`config.mk`:
```
export PLATFORM = sky130hd
export DESIGN_NAME = rgbled_ctrl
export DESIGN_NICKNAME = d
export VERILOG_FILES = /design/src/rtl/rgbled_ctrl.sv
export SDC_FILE = /design/constraint.sdc
export NUM_CORES = 1
export LEC_CHECK = 0
export CELL_PAD_IN_SITES_DETAIL_PLACEMENT = 1
export CELL_PAD_IN_SITES_GLOBAL_PLACEMENT = 1
export CORE_ASPECT_RATIO = 0.9
export CORE_MARGIN = 3
export CORE_UTILIZATION = 45
export DETAILED_ROUTE_END_ITERATION = 8
export PLACE_DENSITY = 0.87
export SYNTH_ARGS = -nofsm -noshare
export SYNTH_HDL_FRONTEND = slang
export SYNTH_SLANG_ARGS = --single-unit
```
`constraint.sdc`:
```
create_clock -name clk_i -period 1.85 [get_ports clk_i]
set_input_delay 0.37 -clock clk_i [delete_from_list [all_inputs] [get_ports clk_i]]
set_output_delay 0.37 -clock clk_i [all_outputs]
set_load 0.02 [all_outputs]
```
`src/rtl/rgbled_ctrl.sv`:
```
// WS281x chain sequencer: pending/active colour buffers, a one-deep command latch,
// and a frame streamer feeding ws281x_drv over its go/valid/last/ack handshake.
module rgbled_ctrl #(
   parameter int NumLeds = 2,
   parameter int IdxW    = (NumLeds > 1) ? $clog2(NumLeds) : 1
) (
   input  logic            clk_i,
   input  logic            rst_ni,
   input  logic            wr_en_i,
   input  logic [IdxW-1:0] wr_idx_i,
   input  logic [23:0]     wr_data_i,
   input  logic            update_i,
   input  logic            off_i,
   output logic            busy_o,
   output logic            done_o,
   output logic            drv_go_o,
   output logic [23:0]     drv_data_o,
   output logic            drv_valid_o,
   output logic            drv_last_o,
   input  logic            drv_ack_i,
   input  logic            drv_idle_i
);

   typedef enum logic [1:0] {IDLE, SEND, WAIT_IDLE} state_t;
   typedef enum logic [1:0] {CMD_NONE, CMD_UPD, CMD_OFF} cmd_t;

   state_t                   state_q, state_d;
   cmd_t                     cmd_q;
   logic [IdxW-1:0]          idx_q;
   logic                     zero_q, done_q;
   logic [NumLeds-1:0][23:0] pend_q, act_q;
   logic [23:0]              cur;
   logic                     is_last, start;

   assign is_last = (idx_q == IdxW'(NumLeds - 1));
   assign start   = (state_q == IDLE) && (cmd_q != CMD_NONE);

   // Explicit compare-mux keeps the select legal when IdxW is wider than needed.
   always_comb begin
      cur = '0;
      for (int i = 0; i < NumLeds; i++)
         if (idx_q == IdxW'(i)) cur = act_q[i];
   end

   always_ff @(posedge clk_i or negedge rst_ni) begin
      if (!rst_ni) begin
         pend_q <= '0;
         act_q  <= '0;
         cmd_q  <= CMD_NONE;
         zero_q <= 1'b0;
         idx_q  <= '0;
         done_q <= 1'b0;
      end else begin
         // Out-of-range indices match no entry and are dropped.
         for (int i = 0; i < NumLeds; i++)
            if (wr_en_i && (wr_idx_i == IdxW'(i))) pend_q[i] <= wr_data_i;

         // A fresh pulse overwrites the latch, even in the cycle it is consumed.
         if (off_i)         cmd_q <= CMD_OFF;
         else if (update_i) cmd_q <= CMD_UPD;
         else if (start)    cmd_q <= CMD_NONE;

         if (start) begin
            idx_q  <= '0;
            zero_q <= (cmd_q == CMD_OFF);
            if (cmd_q == CMD_UPD) act_q <= pend_q;
         end else if ((state_q == SEND) && drv_ack_i && !is_last) begin
            idx_q <= idx_q + IdxW'(1);
         end

         done_q <= (state_q == WAIT_IDLE) && drv_idle_i;
      end
   end

   always_ff @(posedge clk_i or negedge rst_ni) begin
      if (!rst_ni) state_q <= IDLE;
      else         state_q <= state_d;
   end

   always_comb begin
      state_d     = state_q;
      drv_go_o    = 1'b0;
      drv_valid_o = 1'b0;
      drv_last_o  = 1'b0;
      drv_data_o  = '0;
      unique case (state_q)
         IDLE: if (start) state_d = SEND;
         SEND: begin
            drv_go_o    = 1'b1;
            drv_valid_o = 1'b1;
            drv_last_o  = is_last;
            drv_data_o  = zero_q ? 24'h0 : {cur[15:8], cur[23:16], cur[7:0]};
            if (drv_ack_i && is_last) state_d = WAIT_IDLE;
         end
         WAIT_IDLE: if (drv_idle_i) state_d = IDLE;
         default: state_d = IDLE;
      endcase
   end

   assign busy_o = (state_q != IDLE);
   assign done_o = done_q;

endmodule
```
==> results.yml, run 1 <==
setup_path:
  reg2reg_setup_slack_ps: 30
  cp.required_ps: 1480
  endpoint_kind: "output pin"
  criticalPathCategory: "flop to output pin"
  r2r-end: "act_q[1]$_DFFE_PN0P_"
  reg2reg_depth: 7
  crit_start: "idx_q$_DFFE_PN0P_"
  path_max_fanout: 15
  critPathCapture: "drv_data_o[11]"
  startpoint_type: "flop"
  crit_arrival_ps: 1520
  r2r-start: "state_q[0]$_DFFE_PN0P_"
floorplan:
  fp.dieH_um: 98.3
  die_w_um: 109
  core_mm2: 0.00917
  design.die.area_mm2: 0.0107
  initial_core_util_pct: 46.5
  ios: 61
  num_rows: 33
global_route:
  antenna_found_initial: 0
  grt_max_degree: 42
  grt_pass1_wl_um: 14800
  grt_overflow_total: 0
  grt_pass1_vias: 2871
  track_usage_pct: 18.1
power_and_ir_drop:
  p_per_area_mw_per_mm2: 1420
  vdd_drop_max_mv: 0.799
  intPower_mw: 5.01
  power_switching_mw: 2.70
  power.share.clock_pct: 17.0
  p_comb_share_pct: 38.7
  swShare_pct: 35.0
  power_leakage_nw: 2.41
  seq_power_share_pct: 44.3
sta:
  fmax_mhz: 530
  slew_headroom_pct: 61.0
  post-route-period-util_pct: 102
  worstMarginPinSlew_ps: 584
  setup_violations: 4
  final.setup.tns_ps: -48.0
  grt_setup_unrepaired: "yes"
  maxSlewViolCount: 0
  postLayoutSetupSlackWorst_ps: -37.6
  period_minus_slack_ps: 1890
  final-hold-violation-count: 0
  finClkSkew_ps: 11.3
yosys:
  synth_top_area_share_pct: 60.5
  synth_seq_area_share_pct: 60.5
  ys_top_cells_by_area: "dfrtp_1, mux2_2, mux2i_1, mux2_1, nor2_1"
  synth.most_common_cell: "dfrtp_1"
  yosysTopAreaCell: "dfrtp_1"
  yosys-top-cells-count: "dfrtp_1, mux2_2, nor2_1"
  synthesis.nets: 322
  yosys.area_share.simple_pct: 4.38
  synth_xor_area_share_pct: 0
  ys_seq_elements: 103
  ys_types: 25
  ys.warnings.count: 0
  synth_edf_count: 0
  synth_mux_area_share_pct: 31.0
  netlist_area_mm2: 0.00426
  postSynth.asyncResetShare_pct: 100
  synthAdderAreaFrac_pct: 0
  syn_area_per_cell_um2: 14.7
  ys.flop_type: "dfrtp_1"
  synth_top_family_by_area: "multiplexers"
  synth_compound_area_share_pct: 1.20
  synthesis.instances: 290
drt:
  drt-wirelength-per-cell_um: 20.0
  final_antenna_net_count: 0
  wl_um: 9890
  via_count: 2598
  first_iter_violations: 92
  dr.pass1.iters: 4
  drc: 0
  via_per_inst: 5.26
clock_tree:
  cts-root-buf: "clkbuf_8"
  clock-sinks: 103
  cts_buffers: 9
  clk_pin_slew_ps: 100
  cts_tree: "done"
  htreeDepth: 3
  clock_path_buffers: 2
  clk_latency_ps: 360
cells_and_area:
  syn2layout_area_growth_pct: 27.5
  drive_gt1_share_pct: 45.2
  fin_area_mm2: 0.00543
  antenna-diode-count: 0
  final_nets: 399
placed_design:
  portBuffers: 60
  pre_cts_slack_ps: -171
  dp_hpwl_um: 6050
  routabilityCongestion: 0.780
  dpl_cell_area_mm2: 0.00510
outcome:
  status: "finished, violations left"
  violations: "negative setup slack"
min_path:
  min_path_type: "flop to flop"
  hp-start: "pend_q[17]$_DFFE_PN0P_"
job:
  cap_violations: 0
==> through the flow <==
step           cells  total power, mW  util (%)  hold WS (ps)
4_1_cts          489             7.55      57.5           495
6_report         494             7.71      59.2           492
2_1_floorplan    290             5.00         -          74.4
3_5_place_dp     471             6.19      55.7           406
3_3_place_gp     471             6.01      55.7           399
5_1_grt          494             8.19      59.2           510
==> cell families (layout without fill, tap and decap cells) <==
logic type,after synthesis,count (layout)
compound gates,8,8
mux,120,120
buf+inv,20,102
flops,103,103
simple gates,39,39
==> placed cells by master (no fill, tap or decap), types with 2 or more instances in the layout <==
master,netlist,layout
buf_6,1,12
clkbuf_16,0,2
mux2i_1,24,19
nor2_2,0,11
a31o_2,2,2
clkinv_2,0,2
buf_4,3,27
nor2_1,27,16
mux2i_2,0,4
mux2_2,76,76
dfrtp_1,103,102
a21oi_1,3,3
inv_6,0,2
clkbuf_8,0,9
dlygate4sd2_1,0,2
mux2_1,20,19
clkdlybuf4s50_1,0,31
buf_12,0,7
nand2_1,3,3
o21ai_0,2,2
==> critical path, stage by stage (launching register included) <==
cell	delay, ps
dfrtp_2	420
buf_12	190
mux2i_2	300
nor2_2	70
buf_4	160
==> flip-flops by register name, summed over array words and instances, names as in the netlist <==
register  count
pend_q       48
idx_q         1
zero_q        1
state_q       2
cmd_q         2
act_q        48
done_o        1
==> power groups by stage <==
| stage | Sequential, mW | Clock (mW) | Combinational (mW) |
|---|---|---|---|
| 2_1_floorplan | 3.26 | 0 | 1.74 |
| 6_report | 3.42 | 1.31 | 2.98 |
| 5_1_grt | 3.52 | 1.47 | 3.19 |
| 4_1_cts | 3.39 | 1.35 | 2.81 |
| 3_3_place_gp | 3.34 | 0 | 2.66 |
| 3_5_place_dp | 3.42 | 0 | 2.77 |
==> area by class of cell <==
type,instances,area (µm²)
clock inverter,7,55.1
fill,902,3740
timing repair buffer,84,876
sequential,103,2580
clock buffer,9,124
multi-input combinational,167,1640
tap,122,153
inverter,2,7.51
==> worst min path at each step <==
stage                                       end  slack, ps  depth (start not counted)
after detailed placement  act_q[13]$_DFFE_PN0P_        410                          1
final                     act_q[17]$_DFFE_PN0P_        490                          1
after global placement    act_q[13]$_DFFE_PN0P_        400                          1
after CTS                  act_q[7]$_DFFE_PN0P_        500                          1
after global routing       act_q[7]$_DFFE_PN0P_        510                          1
after floorplan            act_q[0]$_DFFE_PN0P_         70                          0
==> metal layers <==
| metal | track usage, % | vias up | wire length, µm |
|---|---|---|---|
| li1 | - | 1164 | - |
| met2 | 31.1 | 59 | 5180 |
| met5 | 0 | - | 0 |
| met4 | 3.59 | 0 | 215 |
| met1 | 23.1 | 1357 | 4060 |
| met3 | 4.69 | 18 | 438 |
==> repair_timing <==
item / in CTS / in global routing
hold endpoints to repair: 9 / 0
resized for setup: 135 / 29
buffers inserted: 0 / 1
endpoints found under the setup margin: 28 / 56
pin swaps: 0 / 1
gates cloned: 1 / 4
hold buffers: 1 / 0
Power figures use the tool's default switching activity.
==> run 2: changes to the inputs <==
--- a/config.mk
+++ b/config.mk
@@ -5,13 +5,14 @@
 export SDC_FILE = /design/constraint.sdc
 export NUM_CORES = 1
 export LEC_CHECK = 0
+export CAP_MARGIN = 5
 export CELL_PAD_IN_SITES_DETAIL_PLACEMENT = 1
 export CELL_PAD_IN_SITES_GLOBAL_PLACEMENT = 1
 export CORE_ASPECT_RATIO = 0.9
 export CORE_MARGIN = 3
 export CORE_UTILIZATION = 45
 export DETAILED_ROUTE_END_ITERATION = 8
-export PLACE_DENSITY = 0.87
+export PLACE_DENSITY_LB_ADDON = 0.3
 export SYNTH_ARGS = -nofsm -noshare
 export SYNTH_HDL_FRONTEND = slang
 export SYNTH_SLANG_ARGS = --single-unit
==> run 2 against run 1 <==
  * The flow still finishes with violations (negative setup slack)
  * Total power is 3.5% higher
  * Register-to-register slack improved by 20 ps
  * Sequential cell count stayed put
  * Largest power group unchanged
  * Highest routed layer unchanged
==> results.yml, run 2 (synthesized netlist as in run 1, its figures left out) <==
sta:
  period_minus_slack_ps: 1960
  fin_hold_ws_ps: 415
  grt_setup_unrepaired: "yes"
  slew_headroom_pct: 78.4
  maxSlewViolCount: 0
  final.setup.tns_ps: -646
  worstMarginPinSlew_ps: 324
  finClkSkew_ps: 11.7
  final-hold-violation-count: 0
  post-route-period-util_pct: 106
  postLayoutSetupSlackWorst_ps: -105
  setup_violations: 11
  fmax_mhz: 511
clock_tree:
  htreeDepth: 3
  clock-sinks: 103
  cts_buffers: 9
  clk_latency_ps: 370
  cts_tree: "done"
  clk_pin_slew_ps: 100
  clock_path_buffers: 2
  cts-root-buf: "clkbuf_8"
drt:
  drt-wirelength-per-cell_um: 17.7
  via_per_inst: 5.09
  dr.pass1.iters: 4
  final_antenna_net_count: 0
  wl_um: 8800
  via_count: 2527
  drc: 0
  first_iter_violations: 83
global_route:
  grt_overflow_total: 0
  grt_max_degree: 65
  track_usage_pct: 17.4
  met2_usage_pct: 28.2
  grt_pass1_wl_um: 14400
  use_met3_pct: 4.36
  grtUsageMet1_pct: 23.7
  top_usage_layer: "met2"
  grt_pass1_vias: 2788
  antenna_found_initial: 0
floorplan:
  core_mm2: 0.00917
  fp.dieH_um: 98.3
  initial_core_util_pct: 46.5
  ios: 61
  design.die.area_mm2: 0.0107
  die_w_um: 109
  num_rows: 33
power_and_ir_drop:
  seq_power_share_pct: 42.7
  p_comb_share_pct: 38.8
  power_switching_mw: 2.67
  finalPower_mw: 7.98
  vdd_drop_max_mv: 0.676
  swShare_pct: 33.5
  intPower_mw: 5.31
  power_leakage_nw: 2.45
  p_per_area_mw_per_mm2: 1460
  power.share.clock_pct: 18.5
setup_path:
  startpoint_type: "flop"
  reg2reg_setup_slack_ps: 50
  r2r-end: "act_q[2]$_DFFE_PN0P_"
  reg2reg_depth: 6
  endpoint_kind: "output pin"
  cp.required_ps: 1480
  crit_arrival_ps: 1590
  r2r-start: "state_q[1]$_DFFE_PN0P_"
  path_max_fanout: 6
  criticalPathCategory: "flop to output pin"
placed_design:
  routabilityCongestion: 0.749
  dpl_cell_area_mm2: 0.00512
  portBuffers: 60
  dp_hpwl_um: 5730
outcome:
  violations: "negative setup slack"
  status: "finished, violations left"
cells_and_area:
  final_nets: 401
  final_common_cell: "dfrtp_1"
  mostFrequentLayoutCells: "dfrtp_1, mux2_2, clkdlybuf4s50_1, buf_4"
  drive_gt1_share_pct: 43.9
  antenna-diode-count: 0
  top_regs: "act_q (48), pend_q (48)"
  syn2layout_area_growth_pct: 28.2
  fin_util_pct: 59.6
  fin_area_mm2: 0.00546
min_path:
  min_path_type: "input port to asynchronous set/reset pin"
job:
  cap_violations: 0
-- run 2: cell type report --
cell class | count | area [µm²]
Clock buffer | 9 | 124
Tap cell | 122 | 153
Timing Repair Buffer | 86 | 863
Multi-Input combinational cell | 167 | 1640
Sequential cell | 103 | 2580
Fill cell | 893 | 3700
Inverter | 2 | 7.51
Clock inverter | 7 | 91.3
-- run 2: what timing repair did --
item,in CTS,in global routing
pin swaps,0,2
resized for setup,133,25
setup buffers,6,1
setup endpoints to repair,28,26
hold buffers,1,0
gates cloned,0,1
hold endpoints to repair,18,0
-- run 2: metal layers --
metal	vias up	wire, µm
met3	10	338
met4	0	104
li1	1167	-
met5	-	0
met1	1303	4120
met2	47	4240
-- run 2: worst max-delay path by stage --
stage,startpoint,end,slack [ps],cells past startpoint
floorplan,state_q[0]$_DFFE_PN0P_,drv_data_o[0],-50,6
global placement,idx_q$_DFFE_PN0P_,drv_data_o[2],-100,4
detailed placement,state_q[1]$_DFFE_PN0P_,drv_data_o[2],-140,5
CTS,state_q[1]$_DFFE_PN0P_,drv_data_o[1],-160,6
global route,state_q[1]$_DFFE_PN0P_,drv_data_o[0],-170,6
finish,state_q[1]$_DFFE_PN0P_,drv_data_o[0],-110,6
-- run 2: critical path, stage by stage (launching register included) --
cell and delay [ps]:
dfrtp_1 420, nor2b_4 150, nand2b_4 100, buf_12 150
buf_4 160, nor2_4 110, buf_6 120
-- run 2: through the flow --
stage / setup slack [ps] / instances
final: -105 / 496
after floorplan: -54.8 / 290
after CTS: -162 / 494
after global placement: -99.9 / 471
after detailed placement: -143 / 471
after global routing: -173 / 496
-- run 2: power by group through the flow --
stage	sequential, mW	combinational (mW)	clock [mW]
3_5_place_dp	3.42	2.80	0
3_3_place_gp	3.37	2.72	0
6_report	3.40	3.10	1.48
5_1_grt	3.51	3.34	1.64
2_1_floorplan	3.26	1.74	0
4_1_cts	3.39	2.89	1.51
==> RTL edit 1: new RTL, config.mk and constraints of run 2 <==
The 3 values of `cmd_t` get a one-hot encoding in 3 bits.
--- a/src/rtl/rgbled_ctrl.sv
+++ b/src/rtl/rgbled_ctrl.sv
@@ -23,5 +23,5 @@
 
    typedef enum logic [1:0] {IDLE, SEND, WAIT_IDLE} state_t;
-   typedef enum logic [1:0] {CMD_NONE, CMD_UPD, CMD_OFF} cmd_t;
+   typedef enum logic [2:0] {CMD_NONE = 3'b001, CMD_UPD = 3'b010, CMD_OFF = 3'b100} cmd_t;
 
    state_t                   state_q, state_d;
Formal check against the unedited RTL: same outputs for any inputs over 10 cycles, from zero or initial values and one cycle with rst_ni low; not proved beyond that.
==> RTL edit 1 against run 2 <==
  * Critical path type unchanged
  * Cell area decreased by 0.66%
  * Power grew 4.0%
  * Global-route usage down 0.26 points
  * Sequential power up 1%
  * Wire length fell by 0.65%
  * Count of clock-buffer cells in the layout up 1
  * Hold slack gained 0.017 ns
  * Synthesized cell count up 1.4%
  * Synthesized area rose by 2.8%
  * Sequential share of layout area grew 0.80 points
  * Worst setup slack improved by 0.12 ns
  * Sequential cell count increased by 1
  * Highest routed layer unchanged
==> RTL edit 1: results (changes against run 2) <==
status=finished, final reports clean; largest net degree at the start of global routing=49 (-25%); top cells by count, synth=dfrtp_1 (103), mux2_2 (76), nor2_1 (28); met2 Usage GRT=27.75% (-0.42 points); WL/cell=17.85 um (+0.57%); met1 GRT Util=22.54% (-1.1 points); number of clock buffers in the layout=10 (+1); DR pass1 iterations=3 (-1); met3 wire length=323 um (-4.4%); Setup-failing EPs final=0 (-11); hpwl dp=5.715 mm (-0.21%); area of the multi-input gates=1709 um^2 (+4.0%); Worst path slowest cell=dfrtp_2; DRT met1 WL=4.090 mm (-0.66%); part of the power in registers=41.6% (-1.1 points); GRT Total Usage=17.16% (-0.26 points); Critical Path AT=1.46 ns (-0.13 ns); Non-Clock Buffer Count=77 (-10%); Seq/Total Area, Yosys=59.47% (-1.0 points); Cells after DPL=473 (+0.42%); top flop regs=act_q: 48 flops, pend_q: 48 flops, cmd_q: 3 flops; multi-input gates=168 (+0.60%); Non-clock buffer share=13.95% (-1.9 points); syn avg cell area=14.89 um^2 (+1.4%); Synth area leaders=dfrtp_1 (59%), mux2_2 (20%), mux2_4 (6.9%); fraction of layout cells with a size suffix above 1=47.83% (+4.0 points); pre-CTS setup slack=-0.1024 ns (+0.04024 ns); # nets final=396 (-1.2%); Layout Area Growth over Synthesis=23.92%; Fill cells=885 (-0.90%); metal2 WL=4.269 mm (+0.61%); multiplexer share of the synthesized area=31.89% (+0.87 points)
## RTL edit 1: changes by cell type after synthesis, moves of 3 or more
cell / run 2 / this run
mux2_4: 0 / 20
mux2_1: 20 / 0
buf_6: 1 / 4
buf_2: 5 / 12
clkbuf_1: 6 / 1
inv_1: 1 / 4
## RTL edit 1: what timing repair did
action / 4_1_cts / 5_1_grt
gates resized for setup: 123 / 30
endpoints found under the hold margin: 17 / 0
buffers inserted: 0 / 0
hold buffers: 1 / 0
gates cloned: 0 / 1
setup endpoints to repair: 28 / 26
## RTL edit 1: worst paths after layout
check / start / to / slack, ns / depth (start not counted)
max in group asynchronous: rst_ni / cmd_q[0] / 0.81 / 3
min in group clk_i: pend_q[13] / act_q[13] / 0.50 / 1
hold reg to reg: pend_q[13] / act_q[13] / 0.50 / 1
setup / recovery: idx_q / drv_data_o[16] / 0.02 / 4
setup reg to reg: state_q[0] / act_q[17] / 0.32 / 5
hold / removal: rst_ni / act_q[12] / 0.43 / 2
==> RTL edit 2: new RTL, config.mk and constraints of run 2 <==
Without the edit above. The parameter `NumLeds` goes from 2 to 1.
--- a/src/rtl/rgbled_ctrl.sv
+++ b/src/rtl/rgbled_ctrl.sv
@@ -2,5 +2,5 @@
 // and a frame streamer feeding ws281x_drv over its go/valid/last/ack handshake.
 module rgbled_ctrl #(
-   parameter int NumLeds = 2,
+   parameter int NumLeds = 1,
    parameter int IdxW    = (NumLeds > 1) ? $clog2(NumLeds) : 1
 ) (
Check against the original RTL: not equivalent (Yosys sat finds a counterexample within 4 cycles, from zero or initial values and one cycle with rst_ni low).
==> RTL edit 2 against run 2 <==
  * Final cell count shrank 40%
  * Cell area shrank 41%
  * Worst setup slack lost 0.048 ns
  * Synthesized cell count shrank 45%
  * Critical endpoint is now drv_data_o[8]
  * Sequential cell count shrank 48
  * Highest routed layer unchanged
  * Global-route usage grew 2.7 points
  * Clock power shrank 55%
  * Largest power group unchanged
  * Power shrank 47%
  * The flow still finishes with violations (setup timing)
  * Die area shrank 44%
  * Synthesized area shrank 46%
  * Wire length shrank 38%
==> RTL edit 2: results (changes against run 2) <==
status=complete, but fails checks; R2R depth=4 (-2); Critical Path AT=1.63 ns (+0.04 ns); Synth area leaders=dfrtp_1 (60%), mux2_2 (23%), and2_1 (6.8%); vias in the first global route=1686 (-40%); DRT Wirelength=5.440 mm (-38%); fraction of layout cells with a size suffix above 1=54.11% (+10 points); Num CTS Buffers=5 (-4); post-route insts no fill=296 (-40%); placed instance area=3012 um^2 (-41%); top flop regs=act_q: 24 flops, pend_q: 24 flops; worst vdd ir=0.8165 mV (+21%); part of the power in registers=42.3% (-0.4 points); Worst Skew=0.007535 ns (-0.004192 ns); Pleak=0.001431 uW (-42%); final worst slack=-0.1526 ns (-0.04753 ns); Clk pin slew, worst setup/hold paths=0.10 ns (about the same); Worst Setup EP=drv_data_o[8]; syn avg cell area=14.37 um^2 (-2.1%); drt initial violations=66 (-20%); routed vias/inst=5.068 (-0.53%); Fill cells=465 (-48%); GRT Total Usage=20.09% (+2.7 points); crit path launch=idx_q; sw frac=32.51% (-0.97 points); post-CTS setup buffers=3 (-3); Synthesized Nets=192 (-40%); WHS=0.07206 ns (-0.3429 ns); pre-CTS setup slack=-0.2160 ns (-0.07333 ns); cts repair resizes=165 (+24%); Unique masters post-synth=21 (-16%); Reg-to-Reg End=act_q[13]; H-tree depth=2 (-1); first-pass GRT wire length=8.790 mm (-39%); DR pass1 iterations=4 (unchanged); Seq/Total Area, Yosys=59.85% (-0.67 points); ys flop type=dfrtp_1; # nets final=263 (-34%); Cells after DPL=284 (-40%); hpwl dp=3.705 mm (-35%); kind of cell adding the most delay to the critical path=simple AND/OR/NAND/NOR gates; Worst R2R Start=state_q[1]; flop-to-flop setup slack=0.18 ns (+0.13 ns); Synth Area in Compound Gates=2.339% (+1.1 points); Setup-failing EPs final=24 (+13); multiplexer share of the synthesized area=23.50% (-7.5 points); Clock Latency Late Sink=0.31 ns (-0.06 ns); Post-Synth XOR/XNOR Area=0% (unchanged); setup TNS=-3.422 ns (-2.776 ns); diodes inserted=0 (unchanged); placer's final routability congestion estimate=0.7367 (-1.7%); Slew @ Worst Pin=0.6279 ns (+0.3034 ns); cell-internal power=2881 uW (-46%); top cells by count, synth=dfrtp_1 (55), mux2_2 (46), and2_1 (25); clock tree buffer depth=2 (unchanged); failing checks=setup timing; Clk power=666 uW (-55%); largest net degree at the start of global routing=31 (-52%)
## RTL edit 2: cell count changes in the layout (fill, tap and decap cells not counted), moves of 19 or more
cell and change:
mux2i_1 -20, buf_4 -23, nor2_1 -19, dfrtp_1 -47, and2_4 +24, mux2_2 -27
## RTL edit 2: cell type report
class	count	area (um^2)	area share, %
flip-flops and latches	55	1376	42.52
multi-input cells	92	919.6	28.41
repair buffers	74	760.7	23.50
clock buffers	6	82.58	2.551
well taps	65	81.33	2.513
inverters	3	11.26	0.3479
clock inverters	1	5.005	0.1546
## RTL edit 2: routing by layer
| metal | up-vias | share of wire, % | global-route usage, % |
|---|---|---|---|
| li1 | 687 | - | - |
| met1 | 771 | 42 | 23.71 |
| met2 | 37 | 52 | 36.08 |
| met3 | 5 | 3.8 | 5.025 |
| met4 | 0 | 1.2 | 5.629 |
| met5 | - | 0 | 0 |
